## src/rtl/mem_arbiter.sv

```systemverilog
// Purpose: two-master (IFU read-only, LSU read/write) to one-slave AXI-lite arbiter, round-robin on contention.
// Latency: a request seen in IDLE is forwarded on the next cycle; a response handshake returns to IDLE on the next cycle.
// Backpressure: no buffering; slave ready/valid is passed combinationally to the granted master, others see 0.
//
// Ports:
//   clk, rst              clock, synchronous active-high reset
//   ifu_ar*/ifu_r*        IFU read address / read data channels
//   lsu_ar*/lsu_r*        LSU read address / read data channels
//   lsu_aw*/lsu_w*/lsu_b* LSU write address / write data / write response channels
//   mem_*                 slave-side mirror of all five channels
module mem_arbiter #(
    parameter int ADDR_W = 32,
    parameter int DATA_W = 32
) (
    input  logic                clk,
    input  logic                rst,

    input  logic                ifu_arvalid,
    output logic                ifu_arready,
    input  logic [ADDR_W-1:0]   ifu_araddr,
    output logic                ifu_rvalid,
    input  logic                ifu_rready,
    output logic [DATA_W-1:0]   ifu_rdata,
    output logic [1:0]          ifu_rresp,

    input  logic                lsu_arvalid,
    output logic                lsu_arready,
    input  logic [ADDR_W-1:0]   lsu_araddr,
    output logic                lsu_rvalid,
    input  logic                lsu_rready,
    output logic [DATA_W-1:0]   lsu_rdata,
    output logic [1:0]          lsu_rresp,
    input  logic                lsu_awvalid,
    output logic                lsu_awready,
    input  logic [ADDR_W-1:0]   lsu_awaddr,
    input  logic                lsu_wvalid,
    output logic                lsu_wready,
    input  logic [DATA_W-1:0]   lsu_wdata,
    input  logic [DATA_W/8-1:0] lsu_wstrb,
    output logic                lsu_bvalid,
    input  logic                lsu_bready,
    output logic [1:0]          lsu_bresp,

    output logic                mem_arvalid,
    input  logic                mem_arready,
    output logic [ADDR_W-1:0]   mem_araddr,
    input  logic                mem_rvalid,
    output logic                mem_rready,
    input  logic [DATA_W-1:0]   mem_rdata,
    input  logic [1:0]          mem_rresp,
    output logic                mem_awvalid,
    input  logic                mem_awready,
    output logic [ADDR_W-1:0]   mem_awaddr,
    output logic                mem_wvalid,
    input  logic                mem_wready,
    output logic [DATA_W-1:0]   mem_wdata,
    output logic [DATA_W/8-1:0] mem_wstrb,
    input  logic                mem_bvalid,
    output logic                mem_bready,
    input  logic [1:0]          mem_bresp
);

    typedef enum logic [1:0] {
        IDLE   = 2'd0,
        RD_IFU = 2'd1,
        RD_LSU = 2'd2,
        WR_LSU = 2'd3
    } state_t;

    state_t state_q, state_d;
    logic   last_q, last_d;       // 0: last grant to IFU, 1: last grant to LSU
    logic   ar_done_q, ar_done_d;
    logic   aw_done_q, aw_done_d;
    logic   w_done_q, w_done_d;

    logic ifu_req, lsu_wr, lsu_rd, lsu_req;

    assign ifu_req = ifu_arvalid;
    assign lsu_wr  = lsu_awvalid | lsu_wvalid;
    assign lsu_rd  = lsu_arvalid;
    assign lsu_req = lsu_wr | lsu_rd;

    always_ff @(posedge clk) begin
        if (rst) begin
            state_q   <= IDLE;
            last_q    <= 1'b1;
            ar_done_q <= 1'b0;
            aw_done_q <= 1'b0;
            w_done_q  <= 1'b0;
        end else begin
            state_q   <= state_d;
            last_q    <= last_d;
            ar_done_q <= ar_done_d;
            aw_done_q <= aw_done_d;
            w_done_q  <= w_done_d;
        end
    end

    always_comb begin
        state_d     = state_q;
        last_d      = last_q;
        ar_done_d   = ar_done_q;
        aw_done_d   = aw_done_q;
        w_done_d    = w_done_q;

        ifu_arready = 1'b0;
        ifu_rvalid  = 1'b0;
        lsu_arready = 1'b0;
        lsu_rvalid  = 1'b0;
        lsu_awready = 1'b0;
        lsu_wready  = 1'b0;
        lsu_bvalid  = 1'b0;
        mem_arvalid = 1'b0;
        mem_rready  = 1'b0;
        mem_awvalid = 1'b0;
        mem_wvalid  = 1'b0;
        mem_bready  = 1'b0;

        // Payload/response buses pass straight through; only the handshakes are gated.
        mem_araddr  = (state_q == RD_IFU) ? ifu_araddr : lsu_araddr;
        mem_awaddr  = lsu_awaddr;
        mem_wdata   = lsu_wdata;
        mem_wstrb   = lsu_wstrb;
        ifu_rdata   = mem_rdata;
        ifu_rresp   = mem_rresp;
        lsu_rdata   = mem_rdata;
        lsu_rresp   = mem_rresp;
        lsu_bresp   = mem_bresp;

        case (state_q)
            IDLE: begin
                if (ifu_req && (!lsu_req || last_q)) begin
                    state_d = RD_IFU;
                    last_d  = 1'b0;
                end else if (lsu_req) begin
                    state_d = lsu_wr ? WR_LSU : RD_LSU;
                    last_d  = 1'b1;
                end
            end

            RD_IFU: begin
                mem_arvalid = ifu_arvalid & ~ar_done_q;
                ifu_arready = mem_arready & ~ar_done_q;
                mem_rready  = ifu_rready;
                ifu_rvalid  = mem_rvalid;
                if (ifu_arvalid && mem_arready && !ar_done_q)
                    ar_done_d = 1'b1;
                // Exit on the response even if AR never completed.
                if (mem_rvalid && ifu_rready) begin
                    state_d   = IDLE;
                    ar_done_d = 1'b0;
                end
            end

            RD_LSU: begin
                mem_arvalid = lsu_arvalid & ~ar_done_q;
                lsu_arready = mem_arready & ~ar_done_q;
                mem_rready  = lsu_rready;
                lsu_rvalid  = mem_rvalid;
                if (lsu_arvalid && mem_arready && !ar_done_q)
                    ar_done_d = 1'b1;
                if (mem_rvalid && lsu_rready) begin
                    state_d   = IDLE;
                    ar_done_d = 1'b0;
                end
            end

            WR_LSU: begin
                // AW and W complete independently; each is forwarded until its own handshake.
                mem_awvalid = lsu_awvalid & ~aw_done_q;
                lsu_awready = mem_awready & ~aw_done_q;
                mem_wvalid  = lsu_wvalid & ~w_done_q;
                lsu_wready  = mem_wready & ~w_done_q;
                mem_bready  = lsu_bready;
                lsu_bvalid  = mem_bvalid;
                if (lsu_awvalid && mem_awready && !aw_done_q)
                    aw_done_d = 1'b1;
                if (lsu_wvalid && mem_wready && !w_done_q)
                    w_done_d = 1'b1;
                if (mem_bvalid && lsu_bready) begin
                    state_d   = IDLE;
                    aw_done_d = 1'b0;
                    w_done_d  = 1'b0;
                end
            end

            default: state_d = IDLE;
        endcase
    end

endmodule
```

## config.mk

```make
export PLATFORM = sky130hd
export DESIGN_NAME = mem_arbiter
export DESIGN_NICKNAME = d
export VERILOG_FILES = /design/src/rtl/mem_arbiter.sv
export SDC_FILE = /design/constraint.sdc
export NUM_CORES = 1
export LEC_CHECK = 0
export BUFFER_PORTS_ARGS = -buffer_cell sky130_fd_sc_hd__buf_2
export CORE_AREA = 4 4 139 141
export DETAILED_ROUTE_END_ITERATION = 10
export DIE_AREA = 0 0 143 145
export PLACE_DENSITY = 0.36
export SLEW_MARGIN = 20
export SYNTH_ARGS = -nofsm -noshare
export SYNTH_HDL_FRONTEND = slang
export SYNTH_SLANG_ARGS = --single-unit
```

## constraint.sdc

```tcl
create_clock -name clk -period 2 [get_ports clk]
set_input_delay 0.3 -clock clk [delete_from_list [all_inputs] [get_ports clk]]
set_output_delay 0.3 -clock clk [all_outputs]
set_load 0.05 [all_outputs]
```

# Word-level counts from Yosys, hierarchy flattened
# Index checks and enable logic that the tools add are counted.
[op_classes] n_addsub=0 n_mul=0 div=0 n_lt_le_gt_ge=0 n_eq_ne=9 shifts=0 mux=31 n_bitwise=12 reduce_logical=27
[ops] op="32-bit 2-to-1 mux" n=1
[ops] op="1-bit 2-to-1 mux" n=21
[ops] op="1-bit logical AND" n=12
[ops] op="2-bit 2-to-1 mux" n=5
[ops] op="2-bit case mux with 4 select lines" n=1
[ops] op="2-bit nonzero test" n=4
[ops] op="1-bit bitwise AND" n=7
[ops] op="3-bit inequality test (second input constant)" n=2
[ops] op="1-bit case mux with 2 select lines" n=3
[ops] op="2-bit AND reduction" n=3
[ops] op="2-bit equality test (second input constant)" n=2
[ops] op="1-bit logical NOT" n=4
[ops] op="2-bit inequality test (second input constant)" n=2
[ops] op="4-bit AND reduction" n=1
[ops] op="3-bit by 1-bit inequality test with 1-bit output (second input constant)" n=1
[ops] op="1-bit inverter" n=3
[ops] op="3-bit AND reduction" n=1
[ops] op="2-bit by 1-bit equality test with 1-bit output (second input constant)" n=1
[ops] op="2-bit logical NOT" n=1
[ops] op="2-bit by 1-bit inequality test with 1-bit output (second input constant)" n=1
[ops] op="1-bit bitwise OR" n=2
[ops] op="1-bit logical OR" n=1
[totals] reg_bits=6 latchBits=0 ramBits=0 mem_bits_ro=0 in_bits=182 output_inout_bits=182 word_cells=84 memories=0

# Longest topological paths before layout
[logic_depth] ltp_word=7 depth_mapped=6

# Worst setup path after synthesis
# Ideal clock, no wire load.
[synth_timing] path_kind="flip-flop to output port" start="reg state_q[0]" end="out mem_arvalid" arrival_time_ps=1830 path_slack_ps=-130 stages_incl_launch_ff=5 path_buffers=0 cell_sequence="dfxtp_1 -> inv_1 -> ha_1 -> mux2i_1 -> nor3_1"
[synth_via] elab_chain_len=2
[synth_rtl] element="from (decl)" line_no="70" source="state_t state_q, state_d;"
[synth_rtl] element="from (signal assigned)" line_no="91" source="state_q <= state_d;"
[synth_rtl] element="2-bit equality test / 2-bit by 1-bit equality test with 1-bit output (equally long branches)" line_no="130" source="case (state_q)"
[synth_rtl] element="1-bit case mux with 2 select lines (*)" line_no="130"
[synth_rtl] element="to (decl)" line_no="44" source="output logic mem_arvalid,"
# Mark *: on every way between the ends. The rest lies on a longest branch, timed or not.

# Final worst setup path
[layout_timing] start="reg state_q[0]" end="out mem_araddr[2]"
[layout_via] elab_chain_len=2
[layout_rtl] element="2-bit by 1-bit equality test with 1-bit output" line_no="120" source="mem_araddr = (state_q == RD_IFU) ? ifu_araddr : lsu_araddr;"
[layout_rtl] element="32-bit 2-to-1 mux" line_no="120"
[layout_rtl] element="to (decl)" line_no="46" source="output logic [ADDR_W-1:0] mem_araddr,"
# Every way passes these cells.

==> impl_metrics.csv <==
group,metric,value,unit
cts,clkSinkCount,6,
cts,cts_setup_buffers,0,
global_route,grt_pass1_wl,9220,um
floorplan,initial_utilization,10.6,%
cts,htree_num_levels,1,
floorplan,boundaryPins,364,
critical_path,critical_path.slowest_cell,"dfxtp_1",
placed_design,dp_cells,439,
detailed_routing,first_pass_iters,4,
critical_path,critPathBufInv,2,
floorplan,die_y,145,um
detailed_routing,drcViolationCount,0,
run_status,status,"complete, no violations",
critical_path,slowest_delay,400,ps
power,power_density,1250,nW/um^2
critical_path,cp_cell_sequence,"ha_4, buf_12, mux2_2, buf_2",
critical_path,worst-endpoint-required,1700,ps
floorplan,fp.coreArea,18000,um^2
synthesis,synth_top_area_share,54.5,%
synthesis,synth_area,1900,um^2
critical_path,worstPathArrival,1630,ps
sta,hold_viol_final,0,
cells_and_area,drive_above_1_share,75.2,%
synthesis,yosys.cell_types.count,29,
sta,max_freq,517,MHz
critical_path,endpoint_kind,"output port",
placed_design,place_congestion,0.732,
sta,fin_crit,1930,ps
synthesis,yosysWarnings,0,
detailed_routing,wl_per_cell,15.4,um
placed_design,numPortBuffers,121,
critical_path,critical_path.max_fanout,18,
synthesis,synth.area.top_cells,"buf_4 55%, mux2_2 19%, dfxtp_1 6.3%",
detailed_routing,dr_total_vias,1334,
sta,tns,0,ps
detailed_routing,drt_wl_total,6830,um
global_route,grt_pass1_vias,1459,
synthesis,avgSynthCellArea,8.26,um^2
cells_and_area,utilization,10.7,%
cts,numCtsBuffers,3,
cells_and_area,multi_input_area,723,um^2
cts,insertion_delay,230,ps
sta,slew_viol_final,0,
cts,cts_root_buffer,"clkbuf_16",
cts,cts_tree,"yes",
synthesis,seq_area_frac_synth,6.32,%
power,p_leak,0.895,nW
detailed_routing,vias_per_cell,3.01,
global_route,grt_max_degree,19,
cts,clk_pin_slew,30,ps
synthesis,syn_inst,230,
floorplan,die_w,143,um
detailed_routing,ant_nets,0,
synthesis,synth_seq_cells,6,
global_route,antenna_found_initial,0,
sta,tightest_slew,616,ps
sta,max-slew-margin-rel,57.9,%
critical_path,start_kind,"flip-flop",
sta,rsz0062_at_grt,"false",
sta,setup_viol,0,
detailed_routing,drt_first_iter_violations,39,
critical_path,worst-setup-path-type,"reg -> out",
run,max_cap_violations,0,
synthesis,synthesis.nets,416,
cells_and_area,layout_common_cells,"105 x buf_2, 32 x mux2_2, 14 x buf_4, 6 x and3b_1, 6 x dfxtp_1",
sta,finClkSkew,1.21,ps
global_route,gr-total-overflow,0,
floorplan,dieArea,20700,um^2
cells_and_area,nFillCells,2068,
global_route,grtUsageTotal,5.83,%
cells_and_area,n_antenna_cell,0,
cells_and_area,syn_to_final_growth,1.19,%
power,ir_drop,0.000353,V
cells_and_area,final-seq-area,120,um^2
placed_design,dpl.hpwl,5920,um
cells_and_area,instances_no_fill,443,
cts,clockBufferDepth,2,
cells_and_area,finalNetCount,402,
floorplan,rows,49,
sta,fin_crit_sh,96.7,%
cells_and_area,final_common_cell,"buf_2",
synthesis,yosysTopAreaCell,"buf_4",
min_path,worstHoldPathType,"in -> reg",
cts,ctsHoldBuffers,0,
critical_path,cpLargestDelayFamily,"flip-flops",
[per-layer routing]
metal | track usage [%] | part of all wire, %
met2 | 12.2 | 56
met1 | 4.75 | 28
met4 | 1.81 | 2.0
met5 | 0 | 0
met3 | 2.20 | 14
[cell usage after synthesis]
cell type  instances
and3b_1            6
a2111oi_0          1
dfxtp_1            6
nand2b_1           3
ha_1               4
o21ai_0            1
a22oi_1            1
a221oi_1           1
buf_4            138
a31oi_1            2
or4_1              1
a21boi_0           1
mux2i_1            1
a21o_1             2
nor3_1             2
buf_2              3
a211oi_1           1
mux2_2            32
o32ai_1            2
nor2_1             3
a21oi_1            3
a21boi_1           2
nand2_1            2
inv_1              3
and2_1             4
mux2_1             1
nor2b_1            1
o21a_1             2
buf_6              1
[what timing repair did]
item	4_1_cts	5_1_grt
endpoints found under the setup margin	1	15
gates resized for setup	16	2
gates cloned	1	0
pin swaps	0	0
[worst min-delay path, delay by kind of cell]
kind                   cells  cell delay [ps]
AOI/OAI and AO/OA          1               70
and+or+nand+nor            1               70
buffers and inverters      1               90
[path summary, 6_finish.rpt]
path	start	slack (ps)	depth (start not counted)	endpoint
max	state_q[0]$_SDFFE_PP0P_	70	4	mem_araddr[2]
min	mem_awready	340	3	aw_done_q$_SDFFE_PP0P_
max reg2reg	state_q[0]$_SDFFE_PP0P_	150	5	state_q[1]$_SDFFE_PP0P_
min reg2reg	aw_done_q$_SDFFE_PP0P_	490	2	aw_done_q$_SDFFE_PP0P_
[cell families after synthesis]
group | count (synthesis) | synth area share, %
simple gates | 22 | 7.31
compound gates | 19 | 7.11
mux | 34 | 20.1
fa+ha+maj | 4 | 2.64
buf+inv | 145 | 56.5
flops | 6 | 6.32
[cell type report]
type | instances | area share [%]
Inverter | 3 | 0.586
Tap cell | 229 | 14.9
Multi-Input combinational cell | 79 | 37.6
Timing Repair Buffer | 123 | 36.7
Sequential cell | 6 | 6.25
Clock buffer | 3 | 3.91
[power breakdown]
part | total (mW) | internal, mW | switching [mW]
Sequential | 0.197 | 0.157 | 0.0396
Clock | 0.321 | 0.256 | 0.0651
Combinational | 1.89 | 0.674 | 1.22
Total | 2.41 | 1.09 | 1.32
[sequential cells by signal, indices dropped and copies added (netlist names)]
signal     cells
state_q        2
ar_done_q      1
aw_done_q      1
last_q         1
w_done_q       1
[stage by stage]
step                hold slack [ps]  power, mW  setup slack (ps)  instance area, um^2
floorplan                       400       2.28               117                 1900
global placement                474       1.95               227                 1770
detailed placement              486       1.96               202                 1770
CTS                             335       2.46              7.01                 1920
global route                    381       2.55              20.5                 1920
finish                          340       2.41              65.9                 1920
(Power assumes the default switching activity.)
